### src/rtl/ppu_pkg.sv
// ============================================================================
// Module   : ppu_pkg
// Brief    : Shared PPU types and constants (OAM DMA states, register map).
// Revision : 1.0
// ============================================================================
`default_nettype none

package ppu_pkg;

  localparam int          OAM_SIZE    = 256;
  localparam logic [2:0]  OAMADDR_REG = 3'd3;
  localparam logic [2:0]  OAMDATA_REG = 3'd4;
  localparam logic [15:0] OAMDMA_ADDR = 16'h4014;

  typedef enum logic [2:0] {
    D_IDLE  = 3'd0,
    D_ALIGN = 3'd1,
    D_READ  = 3'd2,
    D_LATCH = 3'd3,
    D_WRITE = 3'd4
  } dma_state_t;

endpackage

`default_nettype wire

### src/rtl/ppu_oam_dma_engine.sv
// ============================================================================
// Module   : ppu_oam_dma_engine
// Brief    : $4014 DMA sequencer; reads one CPU page, requests OAM writes.
// Revision : 1.0
// ============================================================================
`default_nettype none

module ppu_oam_dma_engine
  import ppu_pkg::*;
#(
  parameter int DMA_LEN          = 256,
  parameter int DMA_ALIGN_CYCLES = 1
) (
  input  logic        clk,
  input  logic        rst,
  input  logic        start,
  input  logic [7:0]  start_page,
  input  logic [7:0]  base_addr,
  input  logic        eval_busy,
  input  logic [7:0]  bus_data,
  output logic        busy,
  output logic        bus_rd,
  output logic [15:0] bus_addr,
  output logic        wr_req,
  output logic [7:0]  wr_addr,
  output logic [7:0]  wr_data
);

  // A zero-cycle alignment request is treated as a single cycle.
  localparam int             c_ALIGN_N    = (DMA_ALIGN_CYCLES > 1) ? DMA_ALIGN_CYCLES : 1;
  localparam int             c_AW         = (c_ALIGN_N > 1) ? $clog2(c_ALIGN_N) : 1;
  localparam logic [c_AW-1:0] c_ALIGN_LAST = c_AW'(c_ALIGN_N - 1);
  localparam logic [8:0]     c_LAST       = 9'(DMA_LEN - 1);

  dma_state_t      r_state, w_state_nxt;
  logic [8:0]      r_count, w_count_nxt;
  logic [c_AW-1:0] r_align, w_align_nxt;
  logic [7:0]      r_page;
  logic [7:0]      r_byte;

  always_ff @(posedge clk or negedge rst) begin
    if (!rst) begin
      r_state <= D_IDLE;
      r_count <= '0;
      r_align <= '0;
      r_page  <= '0;
      r_byte  <= '0;
    end else begin
      r_state <= w_state_nxt;
      r_count <= w_count_nxt;
      r_align <= w_align_nxt;
      if (r_state == D_IDLE && start)
        r_page <= start_page;
      if (r_state == D_LATCH)
        r_byte <= bus_data;
    end
  end

  always_comb begin
    w_state_nxt = r_state;
    w_count_nxt = r_count;
    w_align_nxt = r_align;
    bus_rd      = 1'b0;
    wr_req      = 1'b0;
    case (r_state)
      D_IDLE: begin
        if (start) begin
          w_state_nxt = D_ALIGN;
          w_count_nxt = '0;
          w_align_nxt = '0;
        end
      end
      D_ALIGN: begin
        if (r_align == c_ALIGN_LAST)
          w_state_nxt = D_READ;
        else
          w_align_nxt = r_align + 1'b1;
      end
      D_READ: begin
        bus_rd      = 1'b1;
        w_state_nxt = D_LATCH;
      end
      D_LATCH: w_state_nxt = D_WRITE;
      D_WRITE: begin
        // The evaluator owns the RAM this cycle; hold the byte until it lets go.
        if (!eval_busy) begin
          wr_req      = 1'b1;
          w_count_nxt = r_count + 9'd1;
          w_state_nxt = (r_count == c_LAST) ? D_IDLE : D_READ;
        end
      end
      default: w_state_nxt = D_IDLE;
    endcase
  end

  assign busy     = (r_state != D_IDLE);
  assign bus_addr = {r_page, r_count[7:0]};
  assign wr_addr  = base_addr + r_count[7:0];
  assign wr_data  = r_byte;

endmodule

`default_nettype wire

### src/rtl/ppu_oam_arbiter.sv
// ============================================================================
// Module   : ppu_oam_arbiter
// Brief    : OAM owner; arbitrates evaluator, DMA and CPU $2003/$2004 access.
// Revision : 1.0
// ============================================================================
`default_nettype none

module ppu_oam_arbiter
  import ppu_pkg::*;
#(
  parameter int DMA_LEN          = 256,
  parameter int DMA_ALIGN_CYCLES = 1
) (
  input  logic        clk,
  input  logic        rst,
  input  logic        oamaddr_wr,
  input  logic        oamdata_wr,
  input  logic        dma_wr,
  input  logic [7:0]  cpu_wdata,
  output logic [7:0]  cpu_rdata,
  output logic [7:0]  oam_addr,
  output logic        cpu_halt,
  output logic [15:0] dma_bus_addr,
  output logic        dma_bus_rd,
  input  logic [7:0]  dma_bus_data,
  input  logic        eval_busy,
  input  logic [7:0]  eval_addr,
  output logic [7:0]  eval_data,
  output logic [7:0]  spram_addr,
  output logic        spram_we,
  output logic [7:0]  spram_wdata,
  input  logic [7:0]  spram_rdata,
  output logic        oam_conflict
);

  logic [7:0] r_oam_addr;
  logic [7:0] r_cpu_rdata;
  logic       r_rd_slot;
  logic       r_conflict;

  logic       w_halt;
  logic       w_cpu_ok;
  logic       w_addr_ld;
  logic       w_data_req;
  logic       w_cpu_wr;
  logic       w_dma_start;
  logic       w_dma_wr_req;
  logic [7:0] w_dma_wr_addr;
  logic [7:0] w_dma_wr_data;
  logic       w_rd_slot;

  // The CPU is stalled during DMA, so its strobes are meaningless then.
  assign w_cpu_ok    = !w_halt;
  assign w_addr_ld   = oamaddr_wr && w_cpu_ok;
  assign w_data_req  = oamdata_wr && w_cpu_ok && !oamaddr_wr;
  assign w_cpu_wr    = w_data_req && !eval_busy && !w_dma_wr_req;
  assign w_dma_start = dma_wr && w_cpu_ok;

  ppu_oam_dma_engine #(
    .DMA_LEN          (DMA_LEN),
    .DMA_ALIGN_CYCLES (DMA_ALIGN_CYCLES)
  ) u_dma (
    .clk        (clk),
    .rst        (rst),
    .start      (w_dma_start),
    .start_page (cpu_wdata),
    .base_addr  (r_oam_addr),
    .eval_busy  (eval_busy),
    .bus_data   (dma_bus_data),
    .busy       (w_halt),
    .bus_rd     (dma_bus_rd),
    .bus_addr   (dma_bus_addr),
    .wr_req     (w_dma_wr_req),
    .wr_addr    (w_dma_wr_addr),
    .wr_data    (w_dma_wr_data)
  );

  always_comb begin
    spram_addr  = r_oam_addr;
    spram_we    = 1'b0;
    spram_wdata = 8'h00;
    w_rd_slot   = 1'b0;
    if (eval_busy) begin
      spram_addr = eval_addr;
    end else if (w_dma_wr_req) begin
      spram_addr  = w_dma_wr_addr;
      spram_we    = 1'b1;
      spram_wdata = w_dma_wr_data;
    end else if (w_cpu_wr) begin
      spram_we    = 1'b1;
      spram_wdata = cpu_wdata;
    end else begin
      w_rd_slot = 1'b1;
    end
  end

  always_ff @(posedge clk or negedge rst) begin
    if (!rst) begin
      r_oam_addr  <= 8'h00;
      r_cpu_rdata <= 8'h00;
      r_rd_slot   <= 1'b0;
      r_conflict  <= 1'b0;
    end else begin
      if (w_addr_ld)
        r_oam_addr <= cpu_wdata;
      else if (w_data_req)
        r_oam_addr <= r_oam_addr + 8'd1;
      r_conflict <= w_data_req && eval_busy;
      r_rd_slot  <= w_rd_slot;
      if (r_rd_slot)
        r_cpu_rdata <= spram_rdata;
    end
  end

  assign cpu_halt     = w_halt;
  assign oam_addr     = r_oam_addr;
  assign cpu_rdata    = r_cpu_rdata;
  assign oam_conflict = r_conflict;
  assign eval_data    = spram_rdata;

endmodule

`default_nettype wire

### config.mk
export PLATFORM = sky130hd
export DESIGN_NAME = ppu_oam_arbiter
export DESIGN_NICKNAME = d
export VERILOG_FILES = /design/src/rtl/ppu_pkg.sv /design/src/rtl/ppu_oam_dma_engine.sv /design/src/rtl/ppu_oam_arbiter.sv
export SDC_FILE = /design/constraint.sdc
export NUM_CORES = 1
export LEC_CHECK = 0
export BUFFER_PORTS_ARGS = -buffer_cell sky130_fd_sc_hd__buf_4
export CAP_MARGIN = 20
export CORE_MARGIN = 3
export CORE_UTILIZATION = 45
export DETAILED_ROUTE_END_ITERATION = 10
export PLACE_DENSITY = 0.76
export SETUP_SLACK_MARGIN = 0.02
export SYNTH_ARGS = -nofsm -noshare
export SYNTH_HDL_FRONTEND = slang
export SYNTH_SLANG_ARGS = --single-unit
### constraint.sdc
create_clock -name clk -period 1.8 [get_ports clk]
set_input_delay 0 -clock clk [delete_from_list [all_inputs] [get_ports clk]]
set_output_delay 0 -clock clk [all_outputs]
set_load 0.005 [all_outputs]
==> results.py <==
metrics = {
    "detailed_routing": {
        "avgRoutedWirePerCell_um": 16.6,
        "wl_met1_um": 3310,
        "route.met2.wl_um": 4040,
        "drt-total-wl_um": 8060,
        "routed.top_layer": "met4",
        "post_drt_via_cell_ratio": 5.40,
        "vias": 2629,
        "detail-route-antenna-nets": 0,
        "detail_route.first_pass.iterations": 4,
        "drt-initial-drc-count": 99,
        "drc": 0,
        "wire_length_on_met3_um": 562,
    },
    "final_layout": {
        "ratio_of_cells_with_drive_above_1_in_the_final_layout_pct": 45.8,
        "diodes": 0,
        "finish.net_count": 463,
        "nFillCells": 408,
        "layout.core_utilization_pct": 72.7,
        "syn2layout_area_growth_pct": 50.4,
        "area_of_combinational_cells_with_multiple_inputs_um2": 1500,
        "regArea_um2": 1160,
    },
    "power_and_ir_drop": {
        "p_total_mw": 5.36,
        "power.density_cell_area_nw_per_um2": 1290,
        "leakagePower_nw": 1.92,
        "vdd.ir_drop.worst_mv": 0.775,
    },
    "critical_path": {
        "r2r.worst_path.cells": 9,
        "cp_cell_sequence": "ha_4 > inv_2 > fa_2 > nor2b_4 > o31a_1 > o21ai_2 > a2111o_1 > nand3_1 > buf_4",
        "worstSetupEndpointType": "output port",
        "reg2reg_from": "u_dma.r_count[0]$_DFFE_PN0P_",
        "timing.critical_path.fanout_max": 2,
        "r2r_end": "u_dma.r_state[1]$_DFFE_PN0P_",
        "critical_path_class": "flip-flop to output port",
        "critical-path-max-stage-delay_ns": 0.42,
        "cp_top_family": "compound AO/OA/AOI/OAI gates",
        "worst_ep_required_time_ns": 1.80,
        "crit_slowest_cell": "dfrtp_1",
        "bufs_and_invs_on_worst_path": 2,
        "critPathLaunchType": "flip-flop",
        "setup.reg_to_reg.worst_slack_ns": -0.04,
        "worstPathArrival_ns": 2.24,
    },
    "synth": {
        "synth_most_common_cell": "dfrtp_1",
        "synth.lib_cells_used.distinct": 45,
        "synthesis.nets": 326,
        "synth-seq-area-share_pct": 41.7,
        "synthesized_netlist_cell_count": 277,
        "synth_edf_count": 0,
        "netlist.top_cell.by_area": "dfrtp_1",
        "postSynthRegisterBits": 46,
        "synth_async_sr_flop_share_pct": 100,
        "synth_area_um2": 2760,
        "postSynth.topFlopCell": "dfrtp_1",
        "avgSynthCellArea_um2": 9.97,
        "yosysWarnings": 0,
        "synthTopCellsByArea": "dfrtp_1, mux2_2, buf_4",
        "ys_top_cells_by_count": "dfrtp_1, o21ai_0, mux2_2",
        "post-synth-top-area-fraction_pct": 41.7,
    },
    "sta": {
        "max_freq_ghz": 0.447,
        "post-route-period-util_pct": 124,
        "grt_setup_unrepaired": "yes",
        "finalSetupViolations": 8,
        "fin_ws_ns": -0.439,
        "final-max-slew-violation-count": 0,
        "timing.hold.ws_ns": 0.00394,
        "final_skew_ns": 0.00658,
        "timing.max_slew.rel_slack_pct": 60.6,
        "period_minus_slack_ns": 2.24,
        "worstMarginPinSlew_ns": 0.591,
        "hold_viol": 0,
    },
    "die": {
        "fp.dieH_um": 84.3,
        "floorplan.rows": 27,
        "num_io_pins": 98,
        "die_area_um2": 7110,
        "floorplan.initialDensity_pct": 48.4,
        "die_boundary_width_um": 84.3,
        "core_area_um2": 5710,
    },
    "min_path": {
        "hold_end": "oam_addr[7]$_DFFE_PN0P_",
        "whs_path_depth": 2,
        "min-delay-path-class": "input pin to flip-flop",
        "min_from": "oamaddr_wr",
    },
    "run_status": {
        "run_status": "complete, but fails checks",
        "violations": "negative setup slack",
    },
    "global_route": {
        "grt_first_pass_wirelength_um": 13300,
        "number_of_global_route_vias_before_repair": 2751,
        "grt_max_degree": 47,
        "grt_remaining_overflow": 0,
        "global_route.usage.total_pct": 22.6,
        "grt_antenna_before_repair": 0,
    },
    "clock_tree": {
        "clk_root_buffer_cell": "clkbuf_8",
        "clock_latency_ns": 0.30,
        "cts_tree": "yes",
        "clock_sink_count": 46,
        "cts_max_path_buffers": 2,
        "cts.reportedPaths.clkPinSlew_ns": 0.09,
        "cts-htree-levels": 2,
        "clock_buffers_created_by_tritoncts": 5,
    },
    "placed_design": {
        "io_buffer_count": 97,
        "dpl.hpwl_um": 5460,
        "routabilityCongestion": 0.898,
    },
    "flow_run": {
        "maxCapViolCount": 0,
    },
}
-- placed cells by master (no fill, tap or decap), types with 2 or more instances in the layout --
cell type,Yosys,layout
nor2b_1,4,3
and3_1,5,4
inv_1,8,7
nor3b_1,5,5
buf_4,18,130
a22oi_1,2,2
dfrtp_2,0,4
nor3_1,2,2
xor2_1,4,4
nand3_1,8,7
a22o_1,10,10
nand2_1,23,23
clkbuf_8,0,5
o21ai_0,25,19
mux2_2,24,24
dfrtp_1,46,42
o22ai_1,3,3
nand4_1,3,3
o211ai_1,2,2
nor4b_4,2,2
dlygate4sd3_1,0,26
nor4b_1,2,2
ha_1,10,5
xnor2_1,2,2
nor2_1,18,18
mux2i_1,4,4
ha_4,0,5
buf_6,1,3
a211oi_1,3,2
a21oi_1,15,14
o21ai_2,0,2
o21ai_1,0,4
-- per-stage QoR --
step           cell area [um2]  worst slack, ns  std cells  setup TNS, ns
6_report                  4150           -0.439        487          -1.50
5_1_grt                   4150           -0.528        487          -2.45
4_1_cts                   4060           -0.378        479          -1.28
3_5_place_dp              3560          -0.0905        438         -0.126
3_3_place_gp              3560         -0.00242        438       -0.00242
2_1_floorplan             2770          -0.0282        277        -0.0282
-- worst reg2reg max path: stages, from the launching register on --
cell and delay [ns]:
dfrtp_1 0.42, buf_4 0.17, ha_1 0.20, and3_1 0.19, nand3_1 0.09, nor2_1 0.06
ha_1 0.17, nor4b_1 0.26, nor2_1 0.08, o21bai_1 0.13
-- flip-flops by register name (all words and copies together) (netlist names) --
name / cells
u_dma.r_count: 9
cpu_rdata: 8
u_dma.wr_data: 8
u_dma.r_page: 8
oam_addr: 8
r_rd_slot: 1
oam_conflict: 1
u_dma.r_state: 3
-- worst max path at each step --
stage / start / to / cells after the start
global placement: u_dma.r_count[0]$_DFFE_PN0P_ / spram_addr[6] / 9
detailed placement: u_dma.r_count[0]$_DFFE_PN0P_ / spram_addr[6] / 9
floorplan: oam_addr[0]$_DFFE_PN0P_ / spram_addr[6] / 8
finish: oam_addr[0]$_DFFE_PN0P_ / spram_addr[6] / 9
global route: oam_addr[0]$_DFFE_PN0P_ / spram_addr[6] / 9
CTS: oam_addr[0]$_DFFE_PN0P_ / spram_addr[6] / 9
-- logic make-up after synthesis --
group           count (synthesis)  share of synthesized area (%)
fa+ha+maj                      11                           5.26
flops                          46                           41.7
mux                            28                           11.2
simple gates                   81                           16.5
xor+xnor                        6                           1.90
buf+inv                        37                           7.88
compound gates                 68                           15.5
-- repair_timing --
action                                 CTS  global route
pin swaps                                9             8
gates resized for setup                 16            13
endpoints found under the hold margin   71             0
setup endpoints to repair               16            22
hold buffers                            26             0
cloned                                   0             1
setup buffers                            7             7
-- layer usage --
layer / vias to the layer above / track usage [%]
li1: 1254 / -
met1: 1256 / 28.0
met2: 103 / 39.0
met3: 16 / 5.00
met4: 0 / 7.91
met5: - / 0
-- cell type report --
cell class,instances,area share [%]
repair buffers,159,30.6
inverters,8,0.723
clock inverters,2,0.904
flip-flops and latches,46,27.8
multi-input cells,194,36.0
clock buffers,6,1.75
well taps,72,2.17
-- power breakdown --
group | total [mW] | switching, mW | leakage (nW) | internal (mW)
combinational | 2.79 | 1.20 | 1.31 | 1.59
sequential | 1.79 | 0.360 | 0.559 | 1.43
clock | 0.778 | 0.363 | 0.0514 | 0.415
Power figures use the tool's default switching activity.
